$ cat src/rtl/boot_loader.sv
// Framed word-stream loader driving the IM/DM preload buses with single-cycle write strobes.
// Optional trailer checksum per block is enabled with `define BOOT_LOADER_CHECKSUM_EN.
module boot_loader #(
  parameter int unsigned DATA_W = 32,
  parameter int unsigned ADDR_W = 11,
  parameter int unsigned DEPTH  = 2048
) (
  input  logic              clk,
  input  logic              rst,
  input  logic              start,
  input  logic              in_valid,
  input  logic [DATA_W-1:0] in_data,
  output logic              in_ready,
  output logic              loading,
  output logic              im_cen_load,
  output logic              im_wen_load,
  output logic              im_oen_load,
  output logic [ADDR_W-1:0] im_addr_load,
  output logic [DATA_W-1:0] im_datain_load,
  output logic              dm_cen_load,
  output logic              dm_wen_load,
  output logic              dm_oen_load,
  output logic [ADDR_W-1:0] dm_addr_load,
  output logic [DATA_W-1:0] dm_datain_load,
  output logic              done,
  output logic              err
);

  localparam int unsigned LenW = 12;

`ifdef BOOT_LOADER_CHECKSUM_EN
  typedef enum logic [2:0] {StIdle, StHeader, StData, StCheck, StDone} state_e;
  logic [DATA_W-1:0] sum_q;
`else
  typedef enum logic [2:0] {StIdle, StHeader, StData, StDone} state_e;
`endif

  state_e state_q, state_d;

  logic [ADDR_W-1:0] addr_q, im_addr_q, dm_addr_q;
  logic [LenW-1:0]   rem_q;
  logic [DATA_W-1:0] im_data_q, dm_data_q;
  logic              tgt_q, last_q, err_q, done_q, im_wen_q, dm_wen_q;

  logic              sess_start, hdr_load, data_take, set_err;
  logic              hdr_tgt, hdr_last;
  logic [ADDR_W-1:0] hdr_base;
  logic [LenW-1:0]   hdr_len;

  assign hdr_tgt  = in_data[31];
  assign hdr_last = in_data[30];
  assign hdr_base = in_data[16 +: ADDR_W];
  assign hdr_len  = in_data[11:0];

  always_comb begin
    state_d    = state_q;
    in_ready   = 1'b0;
    loading    = 1'b0;
    sess_start = 1'b0;
    hdr_load   = 1'b0;
    data_take  = 1'b0;
    set_err    = 1'b0;
    unique case (state_q)
      StIdle, StDone: begin
        if (start) begin
          sess_start = 1'b1;
          state_d    = StHeader;
        end
      end
      StHeader: begin
        in_ready = 1'b1;
        loading  = 1'b1;
        if (in_valid) begin
          if (32'(hdr_len) > DEPTH) begin
            set_err = 1'b1;
            state_d = StDone;
          end else if (hdr_len == '0) begin
            // Empty block: carries no data and no trailer.
            if (hdr_last) state_d = StDone;
          end else begin
            hdr_load = 1'b1;
            state_d  = StData;
          end
        end
      end
      StData: begin
        in_ready = 1'b1;
        loading  = 1'b1;
        if (in_valid) begin
          data_take = 1'b1;
          if (rem_q == LenW'(1)) begin
`ifdef BOOT_LOADER_CHECKSUM_EN
            state_d = StCheck;
`else
            state_d = last_q ? StDone : StHeader;
`endif
          end
        end
      end
`ifdef BOOT_LOADER_CHECKSUM_EN
      StCheck: begin
        in_ready = 1'b1;
        loading  = 1'b1;
        if (in_valid) begin
          if (in_data != sum_q) begin
            set_err = 1'b1;
            state_d = StDone;
          end else begin
            state_d = last_q ? StDone : StHeader;
          end
        end
      end
`endif
      default: state_d = StIdle;
    endcase
  end

  always_ff @(posedge clk or posedge rst) begin
    if (rst) state_q <= StIdle;
    else     state_q <= state_d;
  end

  always_ff @(posedge clk or posedge rst) begin
    if (rst) begin
      addr_q    <= '0;
      rem_q     <= '0;
      tgt_q     <= 1'b0;
      last_q    <= 1'b0;
      err_q     <= 1'b0;
      done_q    <= 1'b0;
      im_wen_q  <= 1'b1;
      dm_wen_q  <= 1'b1;
      im_addr_q <= '0;
      dm_addr_q <= '0;
      im_data_q <= '0;
      dm_data_q <= '0;
`ifdef BOOT_LOADER_CHECKSUM_EN
      sum_q     <= '0;
`endif
    end else begin
      im_wen_q <= 1'b1;
      dm_wen_q <= 1'b1;
      done_q   <= (state_d == StDone) && (state_q != StDone);
      if (sess_start)   err_q <= 1'b0;
      else if (set_err) err_q <= 1'b1;
      if (hdr_load) begin
        addr_q <= hdr_base;
        rem_q  <= hdr_len;
        tgt_q  <= hdr_tgt;
        last_q <= hdr_last;
`ifdef BOOT_LOADER_CHECKSUM_EN
        sum_q  <= '0;
`endif
      end
      if (data_take) begin
        addr_q <= (addr_q == ADDR_W'(DEPTH - 1)) ? '0 : addr_q + ADDR_W'(1);
        rem_q  <= rem_q - LenW'(1);
`ifdef BOOT_LOADER_CHECKSUM_EN
        sum_q  <= sum_q + in_data;
`endif
        if (tgt_q) begin
          dm_wen_q  <= 1'b0;
          dm_addr_q <= addr_q;
          dm_data_q <= in_data;
        end else begin
          im_wen_q  <= 1'b0;
          im_addr_q <= addr_q;
          im_data_q <= in_data;
        end
      end
    end
  end

  assign im_cen_load    = ~loading;
  assign dm_cen_load    = ~loading;
  assign im_oen_load    = 1'b1;
  assign dm_oen_load    = 1'b1;
  assign im_wen_load    = im_wen_q;
  assign dm_wen_load    = dm_wen_q;
  assign im_addr_load   = im_addr_q;
  assign dm_addr_load   = dm_addr_q;
  assign im_datain_load = im_data_q;
  assign dm_datain_load = dm_data_q;
  assign done           = done_q;
  assign err            = err_q;

endmodule

$ cat config.mk
export PLATFORM = sky130hd
export DESIGN_NAME = boot_loader
export DESIGN_NICKNAME = d
export VERILOG_FILES = /design/src/rtl/boot_loader.sv
export SDC_FILE = /design/constraint.sdc
export NUM_CORES = 1
export LEC_CHECK = 0
export ABC_AREA = 1
export ABC_CLOCK_PERIOD_IN_PS = 4500
export BUFFER_PORTS_ARGS = -buffer_cell sky130_fd_sc_hd__buf_2
export CAP_MARGIN = 10
export CORE_MARGIN = 1.5
export CORE_UTILIZATION = 30
export CTS_CLUSTER_DIAMETER = 50
export CTS_CLUSTER_SIZE = 8
export DETAILED_ROUTE_END_ITERATION = 7
export SLEW_MARGIN = 0
export SYNTH_ARGS = -nofsm -noshare
export SYNTH_HDL_FRONTEND = slang
export SYNTH_SLANG_ARGS = --single-unit
$ cat constraint.sdc
create_clock -name clk -period 4.5 [get_ports clk]
set_input_delay 0.9 -clock clk [delete_from_list [all_inputs] [get_ports clk]]
set_output_delay 0.9 -clock clk [all_outputs]
set_load 0.01 [all_outputs]
# Word-level counts from Yosys, hierarchy flattened
# Cells that the tools add are included.
# Widths: inputs -> output; s select.
# classes
magnitude_cmp	1
add_sub_neg	2
n_bitwise	2
muxes	32
eq_ne	7
n_reduce_logical	9
# op_table
cell	count
$mux 11	3
$mux 12	2
$mux 3	7
$mux 1	18
$eq 12x1->1 const B	1
$gt 12x12->1 const B	1
$logic_not 12->1	1
$sub 12x1->12 const B	1
$add 11x1->11 const B	1
$eq 11x11->1 const B	1
$eq 3x2->1 const B	3
$pmux 3 s3	1
$reduce_and 2->1	2
$reduce_bool 2->1	2
$reduce_or 2->1	2
$eq 3x1->1 const B	1
$logic_not 3->1	1
$ne 3x2->1 const B	1
$mux 2	1
$not 1->1	2
$logic_and 1x1->1	1
# totals
output_inout_bits	96
inputBits	36
reg_bits	118
elab_cells	66

# Longest topological paths before layout
# logic_depth
ltp_word	7
ltp_mapped	11
depth_no_buf	10

# Worst setup path before layout
# No wires, ideal clock.
# synth_path
path_kind	reg-to-output
start	register state_q[1]
end	output port im_cen_load
slack_ns	2.144
path_stages_with_launch	9
t_arrival_ns	1.456
cell_sequence	dfrtp_1 > inv_1 > nand2_1 > nor2_1 > clkbuf_1 > inv_1 > nand2_1 > inv_1 > buf_4
# synth_via
elab_chain_len	4
elab_cells_between_ends	5
classes_between	2 x eq/ne; 1 x mux; 1 x bitwise; 1 x reduce/logical
# synth_rtl
element	line	text
start, declared	38	state_e state_q, state_d;
start signal, assigned	119	if (rst) state_q <= StIdle;
start signal, assigned	120	else state_q <= state_d;
$eq 3x2->1 or $eq 3x1->1 (tied branches)	--	
$reduce_or 2->1 (no line) *	--	
$mux 1 *	--	
named net in_ready	13	output logic in_ready,
$not 1->1 *	174	assign im_cen_load = ~loading;
end, declared	15	output logic im_cen_load,
# Mark *: on every way through the listed nets, which the timed path passes. The rest lies on a longest branch.

# Final worst setup path
# layout_path
start	register state_q[1]
end	output port im_cen_load
# layout_via
elab_chain_len	4
elab_cells_between_ends	5
classes_between	2 x eq/ne; 1 x mux; 1 x bitwise; 1 x reduce/logical
# layout_rtl
element	line	text
$eq 3x2->1 or $eq 3x1->1 (tied branches)	63	unique case (state_q)
$reduce_or 2->1 (no line) *	--	
$mux 1 *	63	
$not 1->1 *	174	
# Mark *: on every way between the ends. The rest lies on a longest branch, timed or not.

==> out/results.ini <==
[outcome]
status=complete, no violations

[place]
place.gp.congestion=0.796
hpwl_um=9650
portBuffers=129
dp.cells=970

[setup_path]
start_kind=flop
worstPathCellList=inv_1 -> nand2_1 -> nor2_1 -> inv_1 -> nand2_1 -> inv_1 -> buf_2
crit_required_ns=3.60
crit_fanout=12
slowest_delay_ns=0.62
cp_slowest_cell=nor2_1
cpMostUsedCell=inv_1
worstPathArrival_ns=2.02
crit_path_end_kind=output port
crit_type=flop to output port

[synth]
syn_area_um2=5370
seq_area_frac_synth_pct=55.0
synth_area_leaders=dfrtp_1 54%, nand2_1 14%, o21ai_0 7.1%
synth_edf_count=0
netlist_instances=643
synth_top_area_share_pct=54.1
synth_area_leader_cell=dfrtp_1
synth_ff_type=dfrtp_1
avgSynthCellArea_um2=8.35
async_flop_share_pct=100
yosys_register_bits=118
yosysWarningCount=0
ys_types=35

[timing]
finalHoldViolCount=0
rsz0062_at_grt=false
setup_violations=0
report.final.slew_viol_count=0
setup-tns-final_ns=0
slew_headroom_pct=36.0
fmax_mhz=342
period_needed_ns=2.92
fin_skew_ns=0.0125
worst_pin_slew_ns=0.960
fin_crit_sh_pct=65.0

[power]
ir_drop_uv=297
p_per_area_nw_per_um2=637
p_leak_nw=3.67

[grt]
grt_use_total_pct=15.9
antenna_found_initial=0
grt_max_degree=88
gr-total-overflow=0
grt_pass1_wl_um=22700
grt_pass1_vias=4326

[final_layout]
areaGrowthSynthToFinish_pct=27.0
nNetsFinal=803
final_cell_mix=202 x nand2_1, 129 x buf_2, 116 x dfrtp_1, 76 x o21ai_0, 69 x inv_1
num-fill-cells=1813
layout.cells.non_filler=1003
layout_commonest_cell=nand2_1
drive_gt1_share_pct=24.7

[clocking]
cts_tree=built
hold_buffers=0
clkSinkCount=118
clk_pin_slew_ns=0.05
postCtsSetupBuffers=0
numCtsBuffers=17
clk-insertion-delay-late_ns=0.42
htreeDepth=4
cts-root-buf=clkbuf_16
ctsResizeCount=0
clockBufferDepth=2

[detailed_routing]
num_vias=4520
drt_iter0_drc=287
drtAntennaViolNets=0
post_drt_wl_per_cell_um=13.7
drc=0
viasPerCell=4.51
drt_first_pass_iters=5
drt_wl_total_um=13800

[floorplan]
num_rows=48
pin_count=132
die_w_um=137
coreArea_um2=17400
dieHeight_um=137
dieArea_um2=18700
initial_core_util_pct=30.8

[job]
drv_cap=0

[hold_path]
hp-class=flop to flop

worst paths after layout:
path                                                from                        endpoint  slack [ns]  depth (start not counted)
max                                 state_q[1]$_DFF_PP0_                     im_cen_load        1.58                          7
min reg2reg                dm_datain_load[0]$_DFFE_PP0P_   dm_datain_load[0]$_DFFE_PP0P_        0.48                          2
max in group asynchronous                            rst           dm_wen_load$_DFF_PP1_        2.92                          3
max reg2reg                         state_q[2]$_DFF_PP0_  im_datain_load[18]$_DFFE_PP0P_        2.26                          7
min in group asynchronous                            rst  dm_datain_load[26]$_DFFE_PP0P_        0.66                          2
min                        dm_datain_load[0]$_DFFE_PP0P_   dm_datain_load[0]$_DFFE_PP0P_        0.48                          2
state kept, by name (all words and copies together), names as in the netlist, 3 cells and up:
signal / count
dm_datain_load: 32
im_addr_load: 11
rem_q: 12
state_q: 3
dm_addr_load: 11
im_datain_load: 32
addr_q: 11
layer usage:
layer	GRT usage (%)	wire [um]	vias up
met5	0	0	-
met4	5.61	170	0
met3	4.30	962	12
met2	24.0	6090	135
met1	21.9	6550	2089
li1	-	-	2284
area by class of cell:
| cell class | count | area, um^2 | share of cell area [%] |
|---|---|---|---|
| antenna | 1 | 2.50 | 0.0367 |
| clock buffer | 19 | 443 | 6.49 |
| clock inverter | 13 | 226 | 3.32 |
| inverter | 71 | 269 | 3.94 |
| multi-input combinational | 423 | 1970 | 28.8 |
| sequential | 118 | 2960 | 43.3 |
| tap | 225 | 282 | 4.13 |
| timing repair buffer | 133 | 676 | 9.91 |
worst max-delay path: cells and delay by family (launching register included):
family / cells / cell delay [ns]
AND/OR/NAND/NOR: 3 / 0.84
flip-flops: 1 / 0.40
buffers and inverters: 4 / 0.36
power by group:
group / internal (W) / switching [W] / leakage [nW]
combinational: 0.000446 / 0.000674 / 1.80
sequential: 0.00142 / 0.000256 / 1.55
clock: 0.00105 / 0.000491 / 0.319
total: 0.00292 / 0.00142 / 3.67
metrics by stage:
step / hold slack, ns / setup slack [ns] / area (um^2) / util [%] / total power (W)
after floorplan: 0.453 / 0.474 / 5370 / - / 0.00236
after CTS: 0.479 / 1.57 / 6820 / 39.1 / 0.00439
after detailed placement: 0.465 / 1.76 / 6150 / 35.3 / 0.00282
final: 0.478 / 1.58 / 6820 / 39.2 / 0.00434
after global placement: 0.460 / 1.85 / 6150 / 35.3 / 0.00280
after global routing: 0.501 / 1.39 / 6820 / 39.1 / 0.00465
cell usage after synthesis (3+ instances only):
cell      instances
buf_4             4
buf_6             5
a21oi_1           4
nand4_1          13
clkbuf_1         11
o21ai_1           9
buf_2            11
o21ai_2          13
nand3_1          38
nor3_1            3
nand2_1         202
nor2_1           39
inv_1            70
o21ai_0          76
nand3b_1          3
ha_1              3
dfrtp_1         116
logic make-up (layout without fill, tap and decap cells):
kind of cell	count (synthesis)	in the layout	share of synthesized area [%]
simple gates	308	308	24.2
flops	118	118	55.0
compound gates	107	107	11.1
buf+inv	103	236	8.44
fa+ha+maj	3	3	0.699
other cells	2	4	0.140
xor+xnor	2	2	0.326
(Power assumes the default switching activity.)
